[config.mk]
export PLATFORM = sky130hd
export DESIGN_NAME = mem_access_arbiter
export DESIGN_NICKNAME = d
export VERILOG_FILES = /design/src/rtl/mem_access_arbiter.sv
export SDC_FILE = /design/constraint.sdc
export NUM_CORES = 1
export LEC_CHECK = 0
export BUFFER_PORTS_ARGS = -buffer_cell sky130_fd_sc_hd__clkbuf_2
export CELL_PAD_IN_SITES_DETAIL_PLACEMENT = 1
export CELL_PAD_IN_SITES_GLOBAL_PLACEMENT = 1
export CORE_MARGIN = 1
export CORE_UTILIZATION = 35
export DETAILED_ROUTE_END_ITERATION = 7
export GPL_TIMING_DRIVEN = 1
export PLACE_DENSITY_LB_ADDON = 0.3
export SYNTH_ARGS = -nofsm -noshare
export SYNTH_HDL_FRONTEND = slang
export SYNTH_SLANG_ARGS = --single-unit
[constraint.sdc]
create_clock -name clk -period 2.6 [get_ports clk]
set_input_delay 0.26 -clock clk [delete_from_list [all_inputs] [get_ports clk]]
set_output_delay 0.26 -clock clk [all_outputs]
set_load 0.01 [all_outputs]
[src/rtl/mem_access_arbiter.sv]
// Arbiter and sequencer for the shared memory port: fetch (F), data (D) and debug (G).
// Each access becomes one strobe, a fixed-latency wait and a one-cycle ack pulse.
module mem_access_arbiter #(
   parameter int MEM_LAT      = 1,
   parameter int STARVE_LIMIT = 8
) (
   input  logic        clk,
   input  logic        rst,
   input  logic        cpu_halt,
   input  logic        f_req,
   input  logic [15:0] f_addr,
   output logic        f_ack,
   output logic [15:0] f_rdata,
   input  logic        d_req,
   input  logic        d_we,
   input  logic        d_byte,
   input  logic [15:0] d_addr,
   input  logic [15:0] d_wdata,
   output logic        d_ack,
   output logic [15:0] d_rdata,
   output logic        d_err,
   input  logic        g_req,
   input  logic [15:0] g_addr,
   output logic        g_ack,
   output logic [15:0] g_rdata,
   output logic [15:0] mem_addr,
   output logic [15:0] mem_wdata,
   output logic        mem_rd,
   output logic        mem_wr,
   output logic        mem_byte,
   input  logic [15:0] mem_rdata,
   output logic        busy,
   output logic [1:0]  grant,
   output logic [1:0]  dbg_state
);

   // Handshake: each req is a level held until its ack; ack is a single-cycle
   // pulse and the matching rdata/err are valid only while that ack is high.

   typedef enum logic [1:0] {
      S_IDLE  = 2'd0,
      S_ISSUE = 2'd1,
      S_WAIT  = 2'd2,
      S_DONE  = 2'd3
   } state_t;

   localparam logic [1:0] OWN_NONE = 2'd0;
   localparam logic [1:0] OWN_F    = 2'd1;
   localparam logic [1:0] OWN_D    = 2'd2;
   localparam logic [1:0] OWN_G    = 2'd3;

   localparam logic [2:0] WAIT_INIT  = 3'(MEM_LAT - 1);
   localparam logic [7:0] STARVE_MAX = 8'(STARVE_LIMIT);

   state_t      state;
   logic [1:0]  owner;
   logic [15:0] l_addr;
   logic        l_we;
   logic        l_byte;
   logic        l_fault;
   logic [2:0]  wait_cnt;
   logic [7:0]  starve_cnt;

   logic [1:0]  win;
   logic        starved;
   logic [15:0] w_addr;
   logic [15:0] w_wdata;
   logic        w_we;
   logic        w_byte;
   logic        w_fault;
   logic [15:0] rd_data;

   assign dbg_state = state;

   always_comb begin
      starved = g_req && (starve_cnt >= STARVE_MAX);
      win     = OWN_NONE;
      if (starved)
         win = OWN_G;
      else if (cpu_halt) begin
         if (g_req)      win = OWN_G;
         else if (d_req) win = OWN_D;
         else if (f_req) win = OWN_F;
      end else begin
         if (d_req)      win = OWN_D;
         else if (f_req) win = OWN_F;
         else if (g_req) win = OWN_G;
      end
   end

   // F and G are always word reads; only D carries we/byte/wdata.
   always_comb begin
      w_addr  = 16'h0000;
      w_wdata = 16'h0000;
      w_we    = 1'b0;
      w_byte  = 1'b0;
      case (win)
         OWN_F: w_addr = f_addr;
         OWN_D: begin
            w_addr  = d_addr;
            w_wdata = d_wdata;
            w_we    = d_we;
            w_byte  = d_byte;
         end
         OWN_G: w_addr = g_addr;
         default: ;
      endcase
      w_fault = (win == OWN_D) && !d_byte && d_addr[0];
   end

   always_comb begin
      rd_data = mem_rdata;
      if (l_byte)
         rd_data = l_addr[0] ? {8'h00, mem_rdata[15:8]} : {8'h00, mem_rdata[7:0]};
   end

   always_ff @(posedge clk) begin
      if (rst) begin
         state      <= S_IDLE;
         owner      <= OWN_NONE;
         l_addr     <= 16'h0000;
         l_we       <= 1'b0;
         l_byte     <= 1'b0;
         l_fault    <= 1'b0;
         wait_cnt   <= 3'd0;
         starve_cnt <= 8'd0;
         f_ack      <= 1'b0;
         f_rdata    <= 16'h0000;
         d_ack      <= 1'b0;
         d_rdata    <= 16'h0000;
         d_err      <= 1'b0;
         g_ack      <= 1'b0;
         g_rdata    <= 16'h0000;
         mem_addr   <= 16'h0000;
         mem_wdata  <= 16'h0000;
         mem_rd     <= 1'b0;
         mem_wr     <= 1'b0;
         mem_byte   <= 1'b0;
         busy       <= 1'b0;
         grant      <= OWN_NONE;
      end else begin
         if (!g_req)
            starve_cnt <= 8'd0;
         else if (state == S_IDLE) begin
            if (win == OWN_G)
               starve_cnt <= 8'd0;
            else if (starve_cnt != 8'hFF)
               starve_cnt <= starve_cnt + 8'd1;
         end

         case (state)
            S_IDLE: begin
               if (win != OWN_NONE) begin
                  state     <= S_ISSUE;
                  owner     <= win;
                  grant     <= win;
                  busy      <= 1'b1;
                  l_addr    <= w_addr;
                  l_we      <= w_we;
                  l_byte    <= w_byte;
                  l_fault   <= w_fault;
                  mem_addr  <= w_byte ? w_addr : {w_addr[15:1], 1'b0};
                  mem_byte  <= w_byte;
                  mem_wdata <= !w_we ? 16'h0000 :
                               (w_byte ? {w_wdata[7:0], w_wdata[7:0]} : w_wdata);
                  mem_rd    <= !w_we && !w_fault;
                  mem_wr    <= w_we && !w_fault;
               end
            end
            S_ISSUE: begin
               mem_addr  <= 16'h0000;
               mem_wdata <= 16'h0000;
               mem_rd    <= 1'b0;
               mem_wr    <= 1'b0;
               mem_byte  <= 1'b0;
               // Writes and faults complete without waiting on the memory.
               if (l_we || l_fault) begin
                  state <= S_DONE;
                  d_ack <= (owner == OWN_D);
                  d_err <= l_fault;
               end else begin
                  state    <= S_WAIT;
                  wait_cnt <= WAIT_INIT;
               end
            end
            S_WAIT: begin
               if (wait_cnt == 3'd0) begin
                  state <= S_DONE;
                  case (owner)
                     OWN_F: begin
                        f_ack   <= 1'b1;
                        f_rdata <= rd_data;
                     end
                     OWN_D: begin
                        d_ack   <= 1'b1;
                        d_rdata <= rd_data;
                     end
                     OWN_G: begin
                        g_ack   <= 1'b1;
                        g_rdata <= rd_data;
                     end
                     default: ;
                  endcase
               end else begin
                  wait_cnt <= wait_cnt - 3'd1;
               end
            end
            S_DONE: begin
               state   <= S_IDLE;
               owner   <= OWN_NONE;
               grant   <= OWN_NONE;
               busy    <= 1'b0;
               f_ack   <= 1'b0;
               f_rdata <= 16'h0000;
               d_ack   <= 1'b0;
               d_rdata <= 16'h0000;
               d_err   <= 1'b0;
               g_ack   <= 1'b0;
               g_rdata <= 16'h0000;
            end
            default: state <= S_IDLE;
         endcase
      end
   end

endmodule

Yosys cells after proc, flatten, opt, wreduce, memory -nomap -nowiden
Cells that the tools add are included.
Word-level totals
  bits in registers: 107
  input port bits: 88
  output and inout bits: 92
  logic and storage cells: 135
Operators by class
  add/subtract/negate cells: 2
  $lt $le $gt $ge: 1
  eq/ne operators: 18
  multiplexer cells: 61
  bitwise operators: 1
  reductions and logical operators: 31
Operators with widths (count)
  two-way mux 16 bit: 12
  one-hot mux 16 bit (2 select lines): 5
  one-hot mux 16 bit (3 select lines): 1
  two-way mux 8 bit: 3
  two-way mux 2 bit: 10
  two-way mux 1 bit: 17
  one-hot mux 1 bit (2 select lines): 7
  nonzero test 2 bit: 7
  equality test 2 bit, second input constant: 6
  inequality test 2 bit, second input constant: 6
  AND reduction 2 bit: 6
  AND reduction 3 bit: 4
  adder 8 x 1 -> 8 bit, second input constant: 1
  greater-or-equal comparator 8 x 4 -> 1 bit, second input constant: 1
  inequality test 8 bit, second input constant: 1
  one-hot mux 2 bit (4 select lines): 1
  equality test 2 x 1 -> 1 bit, second input constant: 3
  two-way mux 3 bit: 2
  one-hot mux 3 bit (2 select lines): 1
  logical AND 1 bit: 5
  inequality test 2 x 1 -> 1 bit, second input constant: 2
  one-hot mux 2 bit (2 select lines): 1
  AND reduction 4 bit: 1
  logical NOT 1 bit: 3
  other kinds (8): 8

Longest topological paths before layout
Gate-level depths: netlist of run 1.
  depth in word-level cells: 12
  depth in mapped cells: 8

Worst setup path after synthesis of run 1
OpenSTA, ideal clock, no wires.
  kind: reg-to-reg
  from: register state[0] (netlist: dbg_state[0])
  to: register f_rdata[0]
  setup time: 0.128 ns
  arrival time: 1.892 ns
  path slack: 0.581 ns
  cell stages (with the launch flop): 9
  path buffers: 2
  period minus slack after synthesis: 2.019 ns
  cells stage by stage: dfxtp_1 > inv_1 > ha_1 > clkbuf_1 > nand2b_1 > o21ai_2 > buf_2 > mux2i_1 > nor2_1
On the way
  longest elaborated chain between the ends: 3
Ends and longest elaborated chain
  start, declared: RTL line 55  | state_t state;
  start signal, assigned: RTL line 119  | state <= S_IDLE;
  start signal, assigned: RTL line 154  | state <= S_ISSUE;
  start signal, assigned: RTL line 178  | state <= S_DONE;
  equality test 2 bit: RTL line 151  | case (state)
  inequality test 2 x 1 -> 1 bit (no source line), or another cell as far along
  AND reduction 3 bit (no source line)
  end signal, assigned: RTL line 192  | f_rdata <= rd_data;
  end, declared: RTL line 13  | output logic [15:0] f_rdata,
Parallel ways exist; a longest one is shown, timed or not.
A chain may end at the register's enable or synchronous reset.

Worst setup path in the final report of run 1
  from: register state[1] (netlist: dbg_state[1])
  to: register mem_wdata[11]
On the way
  longest elaborated chain between the ends: 3
Ends and longest elaborated chain
  logical NOT 2 bit or equality test 2 x 1 -> 1 bit (tied branches): RTL line 151
  inequality test 2 x 1 -> 1 bit (no source line) or nonzero test 2 bit (tied branches)
  AND reduction 2 bit (no source line)
  end signal, assigned: RTL line 164  | mem_wdata <= !w_we ? 16'h0000 :
  end, declared: RTL line 27  | output logic [15:0] mem_wdata,
Parallel ways exist; a longest one is shown, timed or not.

==> summary.md, run 1 <==
| Metric | Value |
|---|---|
| DRT Pass-1 Iters | `4` |
| Clock Pin Slew Worst Setup and Hold Paths | `0.07 ns` |
| Crit path launch type | `flop` |
| Vias in the first global route | `4,800` |
| Die H | `118.1 um` |
| Root Driver | `clkbuf_16` |
| Gr ovfl total | `0` |
| Final Hold Violating Endpoints | `0` |
| Syn_area_per_cell | `8.733 um2` |
| PortBufs | `179` |
| Filler cells | `1,631` |
| Reg-to-reg critical path startpoint | `dbg_state[1]$_SDFFE_PP0P_` |
| Critical-path cell list | `inv_1 -> ha_1 -> nand2b_1 -> or4_1 -> o21ai_2` |
| Fin crit share | `86.12%` |
| Yosys cell types | `56` |
| Layout Skew | `0.007679 ns` |
| Leakage | `2.594 nW` |
| CTS resizes | `0` |
| Number of max-cap violations | `0` |
| Outcome | `complete, no violations` |
| Syn-to-layout area delta | `28.15%` |
| Post-Syn Nets | `637` |
| Cell Rows | `42` |
| Seq cells post-synth | `107` |
| Crit path largest cell delay | `0.79 ns` |
| Ports | `180` |
| Max Freq | `0.4466 GHz` |
| First-pass GRT wire length | `24.10 mm` |
| Number of buffer and inverter stages on the critical path | `1` |
| Worst R2R Setup Slack | `0.36 ns` |
| Worst EP arrival | `2.53 ns` |
| Clk buf depth | `2` |
| Routed wire length | `14.82 mm` |
| Worst setup startpoint | `dbg_state[1]$_SDFFE_PP0P_` |
| Netlist Area Pre-Place | `0.004716 mm2` |
| Setup TNS | `0 ns` |
| Nets@finish | `804` |
| Pin count of the biggest net entering global routing | `48` |
| Peak supply drop | `0.4003 mV` |
| Power Total | `5.267 mW` |
| Crit path to | `mem_wdata[11]$_SDFFE_PP0P_` |
| Tightest Hold Check Type | `primary input to flop` |
| CTS Hold Buffers Added | `0` |
| WP depth | `5` |
| Synth Flop Type | `dfxtp_1` |
| H-tree depth | `3` |
| CP max stage cell | `or4_1` |
| CTS Buf Count | `9` |
| N_diodes | `0` |
| GP Congestion | `0.8249` |
| Setup crit end kind | `flop` |
| Post-CTS setup buffer count | `0` |
| Yosys warnings | `0` |
| Routed WL per cell | `16.69 um` |
| Initial antenna violation count | `0` |
| R2R depth | `5` |
| HPWL Detailed | `11.25 mm` |
| DR iter-0 viols | `180` |
| CTS Sinks | `107` |
| Rel. slew slack | `22.32%` |
| Reg-to-Reg End | `mem_wdata[11]$_SDFFE_PP0P_` |
| CP Data Required Time | `2.89 ns` |
| Worst Setup Path Type | `flop to flop` |
| Vias per inst | `5.238` |
| Slew at the pin with the worst max-slew slack | `1.163 ns` |
| Initial Utilization | `35.75%` |
| Async SR Flop Fraction | `0%` |
| Gr usage total | `21.70%` |
| TritonCTS clock tree | `yes` |
| Unrepaired setup endpoints after global routing | `no` |
| Vias | `4,651` |
| DRC viols | `0` |
| EDFF count, synth | `0` |
| Layout cells sized above 1 | `33.15%` |
| Worst-Skew Late Latency | `0.36 ns` |
| Chip width | `118.1 um` |
| Sequential area share after synthesis | `45.42%` |
| Cell Pwr Density | `871.5 mW/mm2` |
| Core ar. | `0.01319 mm2` |
| Final min period | `2.239 ns` |
| Max FO, Critical Path | `9` |
| Remaining antenna violation count after routing | `0` |
| Die footprint | `0.01394 mm2` |
| CP delay by family, top | `simple AND/OR/NAND/NOR gates` |
| Max-slew violations | `0` |
| Syn Inst Count | `540` |
| # setup viols final | `0` |
==> cells in the mapped netlist (all sizes together) (2+ instances only) <==
cell type  instances  area share (%)
a21bo              8             1.7
nand2b             7            0.93
a22oi             32             5.1
a311oi             2            0.50
nand3b             3            0.48
nor2              37             2.9
a21boi             4            0.72
nor2b              3            0.40
nand4              6            0.80
nand3             10             1.1
o211a              2            0.42
and2               9             1.2
dfxtp            107              45
ha                 9             2.4
or3                2            0.27
inv               11            0.88
a211oi             4            0.64
or2                5            0.66
nor4               3            0.85
nand2             87             6.9
o31ai              2            0.32
a21oi             57             6.1
o21a               5            0.80
a22o               9             1.7
clkbuf            26             2.1
buf                9             1.1
mux2i             26             5.5
or4                3            0.56
o21ai             35             4.4
a21o               2            0.32
==> placed cells by master, fill, tap and decap left out, types with 2 or more instances in the layout <==
master,n
a211oi_1,4
a21bo_2,8
a21boi_0,3
a21o_1,2
a21oi_1,56
a22o_1,9
a22oi_1,32
and2_1,9
buf_4,12
clkbuf_16,9
clkbuf_2,179
clkinv_2,2
clkinvlp_4,3
dfxtp_1,107
ha_1,9
inv_1,11
mux2i_1,26
nand2_1,87
nand2b_1,7
nand3_1,10
nand3b_1,3
nand4_1,6
nor2_1,37
nor2b_1,3
o211a_1,2
o21a_1,5
o21ai_0,24
o21ai_1,2
o21ai_2,9
o31ai_1,2
or2_2,5
or3_1,2
or4_1,2
==> worst min path at each step <==
stage | from | to | cells past startpoint
after floorplan | d_wdata[7] | mem_wdata[7]$_SDFFE_PP0P_ | 1
after global placement | mem_wdata[15]$_SDFFE_PP0P_ | mem_wdata[15]$_SDFFE_PP0P_ | 2
after detailed placement | d_rdata[10]$_SDFFE_PP0P_ | d_rdata[10]$_SDFFE_PP0P_ | 2
after CTS | d_wdata[4] | mem_wdata[4]$_SDFFE_PP0P_ | 2
after global routing | d_wdata[4] | mem_wdata[4]$_SDFFE_PP0P_ | 2
final | g_addr[6] | mem_addr[6]$_SDFFE_PP0P_ | 3
==> worst register-to-register path, cell delays in order, from the launching register on <==
cell and delay, ns:
dfxtp_1 0.46, inv_1 0.12, ha_1 0.28, nand2b_1 0.31
or4_1 0.79, o21ai_2 0.21
==> metal layers <==
| metal | global-route usage [%] | part of all wire (%) |
|---|---|---|
| met4 | 7.212 | 1.8 |
| met1 | 25.57 | 43 |
| met5 | 0 | 0 |
| met3 | 5.426 | 5.6 |
| met2 | 38.16 | 50 |
==> cell type report <==
type,instances,area [um2],share of cell area (%)
Clock inverter,6,41.29,0.6832
Tap cell,176,220.2,3.644
Timing Repair Buffer,191,985.9,16.31
Inverter,11,41.29,0.6832
Multi-Input combinational cell,387,2384,39.44
Sequential cell,107,2142,35.45
Clock buffer,10,229.0,3.789
==> where the power goes <==
| group | internal [mW] | switching (mW) | total, mW |
|---|---|---|---|
| Clock | 0.651 | 0.643 | 1.29 |
| Combinational | 0.716 | 1.15 | 1.86 |
| Sequential | 1.90 | 0.212 | 2.11 |
| Total | 3.27 | 2.00 | 5.27 |
==> through the flow <==
step	util [%]	cells	hold slack, ns	area [um2]	setup WS, ns
global placement	43.77	872	0.4408	5773	0.4629
global route	45.82	888	0.1290	6043	0.2025
CTS	45.82	888	0.1200	6043	0.3440
floorplan	-	540	0.3855	4716	0.5805
detailed placement	43.77	872	0.4468	5773	0.3698
finish	45.82	888	0.1204	6043	0.3610
==> logic make-up after synthesis <==
logic type      synth area share [%]
simple gates                   18.15
compound gates                 24.30
flops                          45.42
buf+inv                        4.033
mux                            5.519
fa+ha+maj                      2.388
xor+xnor                      0.1858
==> sequential cells by signal (all words and copies together) (netlist names), 2 cells and up <==
register / flops
mem_wdata: 16
wait_cnt: 3
f_rdata: 16
g_rdata: 16
mem_addr: 16
owner: 2
starve_cnt: 8
d_rdata: 16
dbg_state: 2
Power figures use the tool's default switching activity.
==> run 2, diff against run 1 <==
--- a/config.mk
+++ b/config.mk
@@ -9,7 +9,7 @@
 export CELL_PAD_IN_SITES_DETAIL_PLACEMENT = 1
 export CELL_PAD_IN_SITES_GLOBAL_PLACEMENT = 1
 export CORE_MARGIN = 1
-export CORE_UTILIZATION = 35
+export CORE_UTILIZATION = 38
 export DETAILED_ROUTE_END_ITERATION = 7
 export GPL_TIMING_DRIVEN = 1
 export PLACE_DENSITY_LB_ADDON = 0.3
==> constraint.sdc (replaced) <==
create_clock -name clk -period 2.9 [get_ports clk]
set_input_delay 0.29 -clock clk [delete_from_list [all_inputs] [get_ports clk]]
set_output_delay 0.29 -clock clk [all_outputs]
set_load 0.01 [all_outputs]
==> run 2 against run 1 <==
Net effect: via count shrank 1.5%; critical path depth unchanged; sequential share of layout area up 0.16 points; count of clock-buffer cells in the layout is 1 higher; final cell count decreased by 1.6%; non-clock buffer count down 4; sequential cell count did not move; fmax fell by 1.2%; sequential power decreased by 10%; routed wire length shrank 2.5%; worst hold slack gained 0.040 ns; combinational power shrank 11%; largest cell class unchanged; highest routed layer unchanged.
==> summary.md, run 2 (synthesized netlist as in run 1, its figures left out) <==
| Metric | Value |
|---|---|
| Worst-Skew Late Latency | `0.35 ns` |
| CP Data Required Time | `3.19 ns` |
| CTS Hold Buffers Added | `0` |
| CTS Sinks | `107` |
| Nets@finish | `800` |
| Final min period | `2.267 ns` |
| CTS Buf Count | `9` |
| Clock Pin Slew Worst Setup and Hold Paths | `0.07 ns` |
| # setup viols final | `0` |
| Final Hold Violating Endpoints | `0` |
| Outcome | `complete, no violations` |
| Worst Setup Path Type | `flop to flop` |
| Clk buf depth | `2` |
| Number of max-cap violations | `0` |
| Leakage | `2.591 nW` |
| DRC viols | `0` |
| Die footprint | `0.01286 mm2` |
| Leading cell type in the layout, fill and taps excluded | `clkbuf_2` |
| Max-slew violations | `0` |
| Filler cells | `1,499` |
| Routed WL per cell | `16.54 um` |
| Fin crit share | `78.18%` |
| Root Driver | `clkbuf_16` |
| Unrepaired setup endpoints after global routing | `no` |
| CTS resizes | `0` |
| DRT Pass-1 Iters | `4` |
| Cell Pwr Density | `790.9 mW/mm2` |
| Cell Rows | `40` |
| Vias in the first global route | `4,802` |
| Gr usage total | `23.36%` |
| Setup TNS | `0 ns` |
| Chip width | `113.4 um` |
| Max Freq | `0.4411 GHz` |
| Hold_ws | `0.1608 ns` |
| Initial antenna violation count | `0` |
| Post-CTS setup buffer count | `0` |
| Gr ovfl total | `0` |
| Area of the multi-input gates | `0.002384 mm2` |
| HPWL Detailed | `10.76 mm` |
| Ports | `180` |
| Tightest Hold Check Type | `primary input to flop` |
| H-tree depth | `3` |
| GP Congestion | `0.7864` |
| Layout Skew | `0.005955 ns` |
| Setup crit end kind | `flop` |
| Die H | `113.4 um` |
| Routed wire length | `14.45 mm` |
| Max FO, Critical Path | `9` |
| FF+latch area | `0.002142 mm2` |
| Initial Utilization | `39.10%` |
| PortBufs | `179` |
| Worst EP arrival | `2.56 ns` |
| Most frequent cells in the layout | `179 x clkbuf_2, 107 x dfxtp_1, 87 x nand2_1` |
| Peak supply drop | `0.5187 mV` |
| Layout cells sized above 1 | `32.58%` |
| Crit path launch type | `flop` |
| Slew at the pin with the worst max-slew slack | `1.100 ns` |
| N_diodes | `0` |
| DR iter-0 viols | `203` |
| First-pass GRT wire length | `23.59 mm` |
| Remaining antenna violation count after routing | `0` |
| Vias per inst | `5.244` |
| Pin count of the biggest net entering global routing | `66` |
| Syn-to-layout area delta | `27.57%` |
| Vias | `4,583` |
| TritonCTS clock tree | `yes` |
| Rel. slew slack | `26.52%` |
| Core ar. | `0.01206 mm2` |
## run 2: changes by cell type in the layout (fill, tap and decap cells not counted), sizes merged
cell / delta
clkbuf: +1
inv: -1
bufinv: +1
clkinvlp: -3
buf: -4
## run 2: layout make-up
cell class,count,area share (%)
Timing Repair Buffer,187,15.89
Multi-Input combinational cell,387,39.62
Inverter,11,0.6864
Sequential cell,107,35.61
Clock inverter,3,0.6656
Clock buffer,11,4.035
Tap cell,168,3.494
## run 2: final timing paths
path,start,endpoint,slack [ns],depth (start not counted)
worst min register to register,mem_wr$_SDFFE_PP0P_,mem_wr$_SDFFE_PP0P_,0.45,2
worst max-delay path,dbg_state[1]$_SDFFE_PP0P_,mem_wdata[4]$_SDFFE_PP0P_,0.63,5
worst min-delay path,g_addr[1],mem_addr[1]$_SDFFE_PP0P_,0.16,3
worst max register to register,dbg_state[1]$_SDFFE_PP0P_,mem_wdata[4]$_SDFFE_PP0P_,0.63,5
## run 2: power by group
part           internal (mW)  leakage, nW  switching [mW]
combinational          0.632         1.58            1.02
clock                  0.681        0.141           0.529
sequential              1.70        0.869           0.188
## run 2: through the flow
stage	power, mW	cell area [um2]	std cells	setup WS [ns]	utilization, %
4_1_cts	4.814	6016	874	0.6242	49.88
5_1_grt	5.063	6016	874	0.3881	49.88
3_5_place_dp	3.590	5733	860	0.6414	47.53
3_3_place_gp	3.514	5733	860	0.7727	47.53
2_1_floorplan	2.972	4716	540	0.8805	-
6_report	4.758	6016	874	0.6327	49.88
## run 2: worst max-delay path, stage by stage, from the launching register on
cell and delay (ns):
dfxtp_1 0.47, inv_1 0.14, ha_1 0.29, nand2b_1 0.32
nor4_2 0.75, a22o_1 0.24
## run 2: metal layers
metal	wire [um]	vias up	part of all wire [%]	GRT usage, %
met5	0	-	0	0
met4	203	0	1.4	6.842
met1	5959	2199	41	26.27
met2	7308	141	51	42.17
li1	-	2230	-	-
met3	982	13	6.8	7.492
